[config.mk]
export PLATFORM = sky130hd
export DESIGN_NAME = fifo_write_arbiter_flat
export DESIGN_NICKNAME = d
export VERILOG_FILES = /design/src/rtl/fifo_write_arbiter_pkg.sv /design/src/rtl/fifo_write_arbiter_if.sv /design/src/rtl/fifo_write_arbiter_rr_pick.sv /design/src/rtl/fifo_write_arbiter.sv /design/src/flat_wrapper.sv
export SDC_FILE = /design/constraint.sdc
export NUM_CORES = 1
export LEC_CHECK = 0
export ABC_CLOCK_PERIOD_IN_PS = 6400
export CORE_AREA = 4 4 58 55
export CTS_CLUSTER_SIZE = 10
export DETAILED_ROUTE_END_ITERATION = 10
export DIE_AREA = 0 0 62 59
export PLACE_DENSITY = 0.83
export SYNTH_ARGS = -nofsm -noshare
export SYNTH_HDL_FRONTEND = slang
export SYNTH_SLANG_ARGS = --single-unit
[constraint.sdc]
create_clock -name clk -period 6.4 [get_ports clk]
set_input_delay 0.96 -clock clk [delete_from_list [all_inputs] [get_ports clk]]
set_output_delay 0.96 -clock clk [all_outputs]
set_load 0.1 [all_outputs]
[src/rtl/fifo_write_arbiter_pkg.sv]
`default_nettype none
// ============================================================================
// Module      : fifo_arb_pkg
// Description : Shared types and helpers for the FIFO write-side arbiter.
// Revision    : 1.0 - initial release
// ============================================================================
package fifo_arb_pkg;

    // Arbiter FSM states: IDLE arbitrates, LOCKED streams one packet.
    typedef enum logic [0:0] {
        ST_IDLE   = 1'b0,
        ST_LOCKED = 1'b1
    } arb_state_t;

    // Width of a requester index; never narrower than one bit.
    function automatic int grant_width(input int n);
        int w;
        w = $clog2(n);
        if (w < 1) begin
            w = 1;
        end
        return w;
    endfunction

endpackage
`default_nettype wire

[src/rtl/fifo_write_arbiter_if.sv]
`default_nettype none
// ============================================================================
// Module      : fifo_write_arbiter_if
// Description : Requester handshake, FIFO write port and grant status bundle.
//               slave  = arbiter side, master = requesters/FIFO side.
// Revision    : 1.0 - initial release
// ============================================================================
interface fifo_write_arbiter_if
    import fifo_arb_pkg::*;
#(
    parameter int N = 4,
    parameter int W = 8
) ();
    localparam int GW = grant_width(N);

    logic [N-1:0]   req_valid;
    logic [N*W-1:0] req_data;
    logic [N-1:0]   req_last;
    logic [N-1:0]   req_ready;
    logic [N-1:0]   cfg_enable;
    logic           fifo_full;
    logic           fifo_almost_full;
    logic           fifo_wen;
    logic [W-1:0]   fifo_din;
    logic           grant_valid;
    logic [GW-1:0]  grant_id;

    modport slave (
        input  req_valid, req_data, req_last, cfg_enable,
        input  fifo_full, fifo_almost_full,
        output req_ready, fifo_wen, fifo_din, grant_valid, grant_id
    );

    modport master (
        output req_valid, req_data, req_last, cfg_enable,
        output fifo_full, fifo_almost_full,
        input  req_ready, fifo_wen, fifo_din, grant_valid, grant_id
    );
endinterface
`default_nettype wire

[src/rtl/fifo_write_arbiter_rr_pick.sv]
`default_nettype none
// ============================================================================
// Module      : rr_pick
// Description : Combinational round-robin pick. Finds the first set bit of
//               i_cand searching from i_start upward with wrap-around, using
//               a doubled vector shifted down by the start index.
// Revision    : 1.0 - initial release
// ============================================================================
module rr_pick #(
    parameter int N  = 4,
    parameter int GW = 2
) (
    input  wire  [N-1:0]  i_cand,
    input  wire  [GW-1:0] i_start,
    output logic          o_found,
    output logic [GW-1:0] o_idx
);
    localparam int            SW  = GW + 1;
    localparam logic [GW:0]   C_N = SW'(N);

    logic [2*N-1:0] w_dbl;
    logic [N-1:0]   w_rot;
    logic [GW-1:0]  w_off;
    logic [GW:0]    w_sum;

    // Bit k of w_rot is candidate (i_start + k) mod N.
    assign w_dbl = {i_cand, i_cand};
    assign w_rot = N'(w_dbl >> i_start);

    // Lowest set bit of the rotated vector is the nearest candidate.
    always_comb begin
        o_found = 1'b0;
        w_off   = '0;
        for (int i = N - 1; i >= 0; i--) begin
            if (w_rot[i]) begin
                o_found = 1'b1;
                w_off   = GW'(i);
            end
        end
    end

    // Map the rotated offset back to an absolute requester index.
    always_comb begin
        w_sum = {1'b0, i_start} + {1'b0, w_off};
        if (w_sum >= C_N) begin
            o_idx = GW'(w_sum - C_N);
        end else begin
            o_idx = w_sum[GW-1:0];
        end
    end
endmodule
`default_nettype wire

[src/rtl/fifo_write_arbiter.sv]
`default_nettype none
// ============================================================================
// Module      : fifo_write_arbiter
// Description : Round-robin packet arbiter sharing one FIFO write port among
//               N requesters. Grant is held until the last beat is accepted;
//               beats reach the FIFO through a registered wen/din stage with
//               one-slot lookahead on almost_full.
// Revision    : 1.0 - initial release
// ============================================================================
module fifo_write_arbiter
    import fifo_arb_pkg::*;
#(
    parameter int N = 4,
    parameter int W = 8
) (
    input wire                 clk,
    input wire                 resetn,
    fifo_write_arbiter_if.slave bus
);
    localparam int            GW            = grant_width(N);
    localparam logic [GW-1:0] C_LAST_ID_RST = GW'(N - 1);

    arb_state_t    state_q,    state_d;
    logic [GW-1:0] grant_id_q, grant_id_d;
    logic [GW-1:0] last_id_q,  last_id_d;
    logic          wen_q,      wen_d;
    logic [W-1:0]  din_q,      din_d;

    logic [N-1:0]  w_cand;
    logic [GW-1:0] w_start;
    logic          w_found;
    logic [GW-1:0] w_pick;
    logic          w_locked;
    logic          w_space;
    logic          w_accept;
    logic [W-1:0]  w_beat;
    logic          w_beat_last;
    logic [N-1:0]  w_ready;

    // Search starts just after the requester that finished most recently.
    assign w_cand  = bus.req_valid & bus.cfg_enable;
    assign w_start = (last_id_q == C_LAST_ID_RST) ? '0 : last_id_q + GW'(1);

    rr_pick #(
        .N  (N),
        .GW (GW)
    ) u_rr_pick (
        .i_cand  (w_cand),
        .i_start (w_start),
        .o_found (w_found),
        .o_idx   (w_pick)
    );

    // A write pending into the last free slot counts as full this cycle.
    assign w_locked    = (state_q == ST_LOCKED);
    assign w_space     = !bus.fifo_full && !(wen_q && bus.fifo_almost_full);
    assign w_beat      = bus.req_data[int'(grant_id_q) * W +: W];
    assign w_beat_last = bus.req_last[grant_id_q];
    assign w_accept    = w_locked && bus.req_valid[grant_id_q] && w_space;

    // Only the granted requester may see ready, and only while there is room.
    always_comb begin
        w_ready = '0;
        if (w_locked) begin
            w_ready[grant_id_q] = w_space;
        end
    end

    // Next-state: arbitrate in IDLE, stream beats and release on last in LOCKED.
    always_comb begin
        state_d    = state_q;
        grant_id_d = grant_id_q;
        last_id_d  = last_id_q;
        wen_d      = 1'b0;
        din_d      = din_q;
        case (state_q)
            ST_IDLE: begin
                if (w_found) begin
                    grant_id_d = w_pick;
                    state_d    = ST_LOCKED;
                end
            end
            ST_LOCKED: begin
                if (w_accept) begin
                    wen_d = 1'b1;
                    din_d = w_beat;
                    if (w_beat_last) begin
                        last_id_d = grant_id_q;
                        state_d   = ST_IDLE;
                    end
                end
            end
            default: begin
                state_d = ST_IDLE;
            end
        endcase
    end

    // State, grant bookkeeping and the FIFO write stage.
    always_ff @(posedge clk) begin
        if (!resetn) begin
            state_q    <= ST_IDLE;
            grant_id_q <= '0;
            last_id_q  <= C_LAST_ID_RST;
            wen_q      <= 1'b0;
            din_q      <= '0;
        end else begin
            state_q    <= state_d;
            grant_id_q <= grant_id_d;
            last_id_q  <= last_id_d;
            wen_q      <= wen_d;
            din_q      <= din_d;
        end
    end

    assign bus.req_ready   = w_ready;
    assign bus.fifo_wen    = wen_q;
    assign bus.fifo_din    = din_q;
    assign bus.grant_valid = w_locked;
    assign bus.grant_id    = grant_id_q;

endmodule
`default_nettype wire

[src/flat_wrapper.sv]
// flat-port wrapper written by rule: the top's interface ports become plain ports
module fifo_write_arbiter_flat import fifo_arb_pkg::*;
#(
    parameter int N = 4,
    parameter int W = 8
)
  (clk, resetn, bus_req_valid, bus_req_data, bus_req_last, bus_cfg_enable, bus_fifo_full, bus_fifo_almost_full, bus_req_ready, bus_fifo_wen, bus_fifo_din, bus_grant_valid, bus_grant_id);
  fifo_write_arbiter_if #(.N(N), .W(W)) bus_i ();
  input wire clk;
  input wire resetn;
  input wire logic [$bits(bus_i.req_valid)-1:0] bus_req_valid;
  input wire logic [$bits(bus_i.req_data)-1:0] bus_req_data;
  input wire logic [$bits(bus_i.req_last)-1:0] bus_req_last;
  input wire logic [$bits(bus_i.cfg_enable)-1:0] bus_cfg_enable;
  input wire logic [$bits(bus_i.fifo_full)-1:0] bus_fifo_full;
  input wire logic [$bits(bus_i.fifo_almost_full)-1:0] bus_fifo_almost_full;
  output wire logic [$bits(bus_i.req_ready)-1:0] bus_req_ready;
  output wire logic [$bits(bus_i.fifo_wen)-1:0] bus_fifo_wen;
  output wire logic [$bits(bus_i.fifo_din)-1:0] bus_fifo_din;
  output wire logic [$bits(bus_i.grant_valid)-1:0] bus_grant_valid;
  output wire logic [$bits(bus_i.grant_id)-1:0] bus_grant_id;
  assign bus_i.req_valid = bus_req_valid;
  assign bus_i.req_data = bus_req_data;
  assign bus_i.req_last = bus_req_last;
  assign bus_i.cfg_enable = bus_cfg_enable;
  assign bus_i.fifo_full = bus_fifo_full;
  assign bus_i.fifo_almost_full = bus_fifo_almost_full;
  assign bus_req_ready = bus_i.req_ready;
  assign bus_fifo_wen = bus_i.fifo_wen;
  assign bus_fifo_din = bus_i.fifo_din;
  assign bus_grant_valid = bus_i.grant_valid;
  assign bus_grant_id = bus_i.grant_id;
  fifo_write_arbiter #(.N(N), .W(W)) u_core (.clk(clk), .resetn(resetn), .bus(bus_i));
endmodule
# Word level (Yosys, flattened, before mapping)
# Cells that the tools add are included.
# totals
reg_bits	14
in_bits	48
# classes
n_bitwise	3
order_cmp	3
mux	22
shift	2
addsub	3
reduce_logical	11
n_eq_ne	1
# op_table
op	n
$shiftx A32 B6 Y8	1
$mux W2	6
$mux W1	11
$and A4 B4 Y4	2
$shr A8 B2 Y4	1
$reduce_and A2 Y1	3
$logic_and A1 B1 Y1	5
$bmux W1 S2	2
$mux W4	1
$add A2 B2 Y3	1
$ge A3 B3 Y1 const B	1
$lt A2 B3 Y1 const B	1
$reduce_and A3 Y1	1
$add A2 B1 Y2 const B	1
$demux W1 S2	1
$eq A2 B2 Y1 const B	1
$ge A2 B1 Y1 const B	1
$logic_not A1 Y1	2
$pmux W1 S2	1
$sub A2 B1 Y2 const B	1
$not A1 Y1	1

# Depth between registers and ports, before layout
# depth
depth_word	10
mapped_depth	7

# By module
# From an unflattened synthesis, not the netlist that was laid out.
# unflattened
cells_unflattened	113
hier_area_um2	1083.5
# by_module_without_submodules
mod	seq_area_each_um2	area_per_inst_um2	cells_per_inst	instances
fifo_write_arbiter	280.3	903.4	90	1
rr_pick	0.0	180.2	23	1

# Worst setup path after synthesis
# Ideal clock, no wire load.
# synth_path
path_kind	reg2out
from	reg u_core.grant_id_q[0] (netlist: u_core.bus.grant_id[0])
to	out bus_req_ready[1]
stages_incl_launch_ff	5
path_buffers	2
t_required_ns	5.440
path_slack_ns	1.853
arrival_ns	3.587
cell_sequence	dfxtp_1 > buf_2 > clkbuf_8 > inv_1 > nor3_1
# synth_between
elab_chain_cells	6
# synth_lines
element	line_no	source
from (decl)	fifo_write_arbiter.sv:24	logic [GW-1:0] grant_id_q, grant_id_d;
from (signal assigned)	fifo_write_arbiter.sv:109	grant_id_q <= grant_id_d;
$lt A2 B3 Y1 (implied by the code) or $ge A2 B1 Y1 (tied branches)	fifo_write_arbiter.sv:65	w_ready[grant_id_q] = w_space;
$logic_and A1 B1 Y1 (implied by the code)	fifo_write_arbiter.sv:65	
$mux W1 (implied by the code)	fifo_write_arbiter.sv:65	
$demux W1 S2 (*)	n/a	
$and A4 B4 Y4 (no line) (*)	n/a	
$mux W4 (*)	fifo_write_arbiter.sv:64	if (w_locked) begin
to (decl)	flat_wrapper.sv:17	output wire logic [$bits(bus_i.req_ready)-1:0] bus_req_ready;
# Every way passes the cells marked *; elsewhere a longest branch is shown, timed or not.

# Final worst setup path
# layout_path
from	in bus_fifo_full
to	out bus_req_ready[3]
# layout_between
elab_chain_cells	4
# layout_lines
element	line_no	source
from (decl)	flat_wrapper.sv:15	input wire logic [$bits(bus_i.fifo_full)-1:0] bus_fifo_full;
$logic_not A1 Y1	fifo_write_arbiter.sv:56	assign w_space = !bus.fifo_full && !(wen_q && bus.fifo_almost_full);
$logic_and A1 B1 Y1	fifo_write_arbiter.sv:56	
$and A4 B4 Y4 (no line)	n/a	
$mux W4	fifo_write_arbiter.sv:64	
# No other way between the ends.

==> results.md <==
| Quantity | Reported | Unit |
| --- | --- | --- |
| Most congested layer reported by global routing | met2 | - |
| Number of buffers created by CTS | 3 | - |
| Half-perimeter wire length after detailed placement | 2370 | um |
| Area overhead of the layout relative to synthesis | 70.5 | % |
| Class of the worst hold path | register to register | - |
| Non-filler instance count after layout | 184 | - |
| Met2 routing resource usage after global routing | 30.0 | % |
| Synth Flop Type | sky130_fd_sc_hd__dfxtp_1 | - |
| Count of nets left with antenna violations after detail routing | 0 | - |
| # nets final | 204 | - |
| CTS tree | done | - |
| Post-synthesis sequential element count | 14 | - |
| Int Power | 188 | uW |
| Count of distinct cell types in the synthesized netlist | 35 | - |
| Violation count after the first detailed-route iteration | 24 | - |
| Power dissipated by switching net loads | 109 | uW |
| Routed WL | 2890 | um |
| Share of the clock period used by the worst path after layout | 61.3 | % |
| Routing usage on met1 | 17.3 | % |
| Mean cell area of the mapped netlist | 10.5 | um2 |
| Highest cell delay on the worst timing path | 1.18 | ns |
| Total routing usage reported by global routing | 16.3 | % |
| Tot Pwr | 297 | uW |
| Slowest library cell on the worst path | sky130_fd_sc_hd__clkdlybuf4s50_1 | - |
| Clock Skew | 0.00142 | ns |
| Maximum resistive drop on vdd | 0.205 | mV |
| Cell repeated most along the worst path | sky130_fd_sc_hd__clkdlybuf4s50_1 | - |
| Post-cts gate resize count | 0 | - |
| Critical path startpoint category | primary input | - |
| Sequential fraction of design power | 35.2 | % |
| I/O Buffers | 63 | - |
| Gate count of the mapped netlist | 91 | - |
| Final Instance Area | 1630 | um2 |
| Final hold violation count | 0 | - |
| Diodes inserted | 0 | - |
| Proportion of power drawn by combinational gates | 43.3 | % |
| Pre-CTS setup slack | 2.48 | ns |
| Power density over the cells | 182 | nW/um2 |
| Count of hold-fix buffers inserted at cts | 0 | - |
| Fmax | 255 | MHz |
| Outcome | finished clean | - |
| Leakage power of the design | 0.000605 | uW |
| Maximum number of pins on one net before global-route repair | 17 | - |
| Final count of negative-setup-slack endpoints | 0 | - |
| Transition time at the pin with the least slew margin | 0.983 | ns |
| Starting density of the core | 36.3 | % |
| Netlist area before placement | 957 | um2 |
| Share of async-settable or async-resettable flops after synthesis | 0 | % |
| Total placed instance area | 1600 | um2 |
| Slew Viols, Final | 0 | - |
| CTS root buffer | sky130_fd_sc_hd__clkbuf_4 | - |
| Sequential element share of the synthesized area | 29.3 | % |
| Via-per-instance ratio | 5.47 | - |
| Post-CTS setup repair buffer count | 0 | - |
| Placer Congestion | 0.757 | - |
| Minimum setup slack in the final design | 2.48 | ns |
| Type of destination of the critical path | output port | - |
| Count of TritonRoute iterations in the first routing pass | 6 | - |
| Clk pwr share | 21.5 | % |
| Later-pin clock latency in the skew report | 0.28 | ns |
| Most common library cells after synthesis | sky130_fd_sc_hd__dfxtp_1, sky130_fd_sc_hd__mux2i_1, sky130_fd_sc_hd__mux4_2, sky130_fd_sc_hd__nor2_1, sky130_fd_sc_hd__nand2_1 | - |
| Instance count after placement with tap cells included | 180 | - |
| Initial antenna violation count | 0 | - |
| Setup repair after global routing missed its margin | no | - |
| Total number of vias | 1006 | - |
| Total I/O pin count | 64 | - |
| Number of buffer and inverter stages on the critical path | 2 | - |
| Time the final worst path needs with I/O delays and setup | 3.92 | ns |
| Worst path required time | 5.44 | ns |
| Headroom to the max-slew limit | 34.2 | % |
| Cell row count | 18 | - |
| Width of the die | 62 | um |
| Overflow left after global routing | 0 | - |
| Top-area cell type share of the netlist area | 29.3 | % |
| Number of buffers between clock root and the deepest sink | 2 | - |
| Fraction of layout instances using a drive strength above 1 | 12.3 | % |
| Cells traversed along the worst timing path | clkdlybuf4s50_1 -> nand3b_1 -> nor3_1 -> clkdlybuf4s50_1 | - |
| Number of enable flip-flop cells after synthesis | 0 | - |
| Chip Height | 59 | um |
| Library cell with the largest summed area after synthesis | sky130_fd_sc_hd__dfxtp_1 | - |
| Max_cap viols | 0 | - |
| Mean routed wirelength per cell | 15.7 | um |
| Cell with the most instances after synthesis | sky130_fd_sc_hd__dfxtp_1 | - |
| Sw Share | 36.6 | % |
| Warning count from the yosys run | 0 | - |
| Number of sinks driven by the clock tree | 14 | - |
| Level count of the clock H-tree | 1 | - |
| Clock Pin Slew Worst Setup and Hold Paths | 0.08 | ns |
| Remaining routing DRC violations | 0 | - |
| Total Die Area | 3660 | um2 |
| First-pass GRT wire length | 4450 | um |
| Mapped Nets | 140 | - |
| Family with the most delay on the worst path | buffers and inverters | - |
| Critical setup path kind | primary input to output port | - |
| Core region area | 2640 | um2 |
| Worst endpoint data arrival time | 2.96 | ns |
| Biggest fanout along the worst timing path | 4 | - |
| Cell types occupying the most area after synthesis | sky130_fd_sc_hd__dfxtp_1, sky130_fd_sc_hd__mux4_2, sky130_fd_sc_hd__mux2i_1 | - |
| Total Neg Setup Slack | 0 | ns |
| Met3 layer usage reported by global route | 6.10 | % |
| Vias in the first global route | 1039 | - |
sequential cells by signal, indices dropped and copies added (netlist names):
name and count:
u_core.last_id_q 2, u_core.bus.grant_valid 1, u_core.bus.fifo_wen 1, u_core.bus.fifo_din 8, u_core.bus.grant_id 2
final timing paths:
| check | from | to | slack (ns) | depth (start not counted) |
|---|---|---|---|---|
| worst max-delay path | bus_fifo_full | bus_req_ready[3] | 2.48 | 4 |
| worst max register to register | u_core.bus.grant_id[0]$_SDFFE_PN0P_ | u_core.last_id_q[1]$_SDFFE_PN1P_ | 3.67 | 5 |
| worst min-delay path | u_core.last_id_q[1]$_SDFFE_PN1P_ | u_core.last_id_q[1]$_SDFFE_PN1P_ | 0.50 | 2 |
| worst min register to register | u_core.last_id_q[1]$_SDFFE_PN1P_ | u_core.last_id_q[1]$_SDFFE_PN1P_ | 0.50 | 2 |
logic make-up (layout without fill, tap and decap cells):
group	count (synthesis)	count (layout)	share of synthesized area, %
compound gates	12	12	8.63
simple gates	37	37	22.5
flops	14	14	29.3
buf+inv	7	70	4.31
mux	20	20	34.0
fa+ha+maj	1	1	1.31
stage by stage:
step / hold WS (ns) / util (%)
after global placement: 0.461 / 60.5
after global routing: 0.534 / 61.9
after floorplan: 0.444 / -
after CTS: 0.509 / 61.9
final: 0.499 / 61.9
after detailed placement: 0.489 / 60.5
area by class of cell:
type / instances / area [um2]
fillers: 244 / 1000
multi-input cells: 70 / 636
repair buffers: 63 / 631
flip-flops and latches: 14 / 280
well taps: 30 / 37.5
clock buffers: 4 / 36.3
inverters: 3 / 11.3
routing by layer:
metal  up-vias  part of all wire, %
met5         -                    0
met2        55                   50
li1        478                    -
met3         7                   13
met4         0                  1.3
met1       466                   35
power groups by stage:
stage | registers, uW | clock network (uW) | logic [uW]
global route | 106 | 69.7 | 135
CTS | 105 | 64.9 | 129
detailed placement | 107 | 0 | 129
floorplan | 134 | 0 | 53.8
global placement | 107 | 0 | 127
finish | 104 | 63.8 | 129
worst register-to-register path, cell delays in order (launching register included):
cell	delay, ns
sky130_fd_sc_hd__dfxtp_1	0.88
sky130_fd_sc_hd__mux4_2	0.38
sky130_fd_sc_hd__nand4b_1	0.53
sky130_fd_sc_hd__nor2b_1	0.52
sky130_fd_sc_hd__mux2i_1	0.23
sky130_fd_sc_hd__nand2_1	0.07
cell usage in the layout (no fill, tap or decap):
| master | count |
|---|---|
| sky130_fd_sc_hd__clkdlybuf4s50_1 | 63 |
| sky130_fd_sc_hd__o2111ai_1 | 1 |
| sky130_fd_sc_hd__or2_2 | 1 |
| sky130_fd_sc_hd__o21a_1 | 1 |
| sky130_fd_sc_hd__clkbuf_8 | 1 |
| sky130_fd_sc_hd__or4_4 | 1 |
| sky130_fd_sc_hd__nand4b_1 | 1 |
| sky130_fd_sc_hd__nand3_1 | 1 |
| sky130_fd_sc_hd__mux2i_1 | 10 |
| sky130_fd_sc_hd__a221oi_1 | 2 |
| sky130_fd_sc_hd__a21oi_1 | 3 |
| sky130_fd_sc_hd__nor4_1 | 1 |
| sky130_fd_sc_hd__mux4_2 | 10 |
| sky130_fd_sc_hd__o311ai_1 | 1 |
| sky130_fd_sc_hd__nor2_4 | 1 |
| sky130_fd_sc_hd__ha_1 | 1 |
| sky130_fd_sc_hd__a22oi_1 | 2 |
| sky130_fd_sc_hd__inv_1 | 2 |
| sky130_fd_sc_hd__clkbuf_4 | 3 |
| sky130_fd_sc_hd__clkinv_1 | 1 |
| sky130_fd_sc_hd__nor3b_1 | 2 |
| sky130_fd_sc_hd__nand2_4 | 1 |
| sky130_fd_sc_hd__o21ai_0 | 2 |
| sky130_fd_sc_hd__nand3b_1 | 1 |
| sky130_fd_sc_hd__nor2_1 | 10 |
| sky130_fd_sc_hd__nor2b_1 | 2 |
| sky130_fd_sc_hd__or4_1 | 1 |
| sky130_fd_sc_hd__and4_1 | 1 |
| sky130_fd_sc_hd__dfxtp_1 | 14 |
| sky130_fd_sc_hd__nor4bb_1 | 1 |
| sky130_fd_sc_hd__nand2_1 | 6 |
| sky130_fd_sc_hd__nor3_1 | 4 |
| sky130_fd_sc_hd__or3_1 | 1 |
| sky130_fd_sc_hd__and2_2 | 1 |
Note: power is estimated with default switching activity, not from simulation.
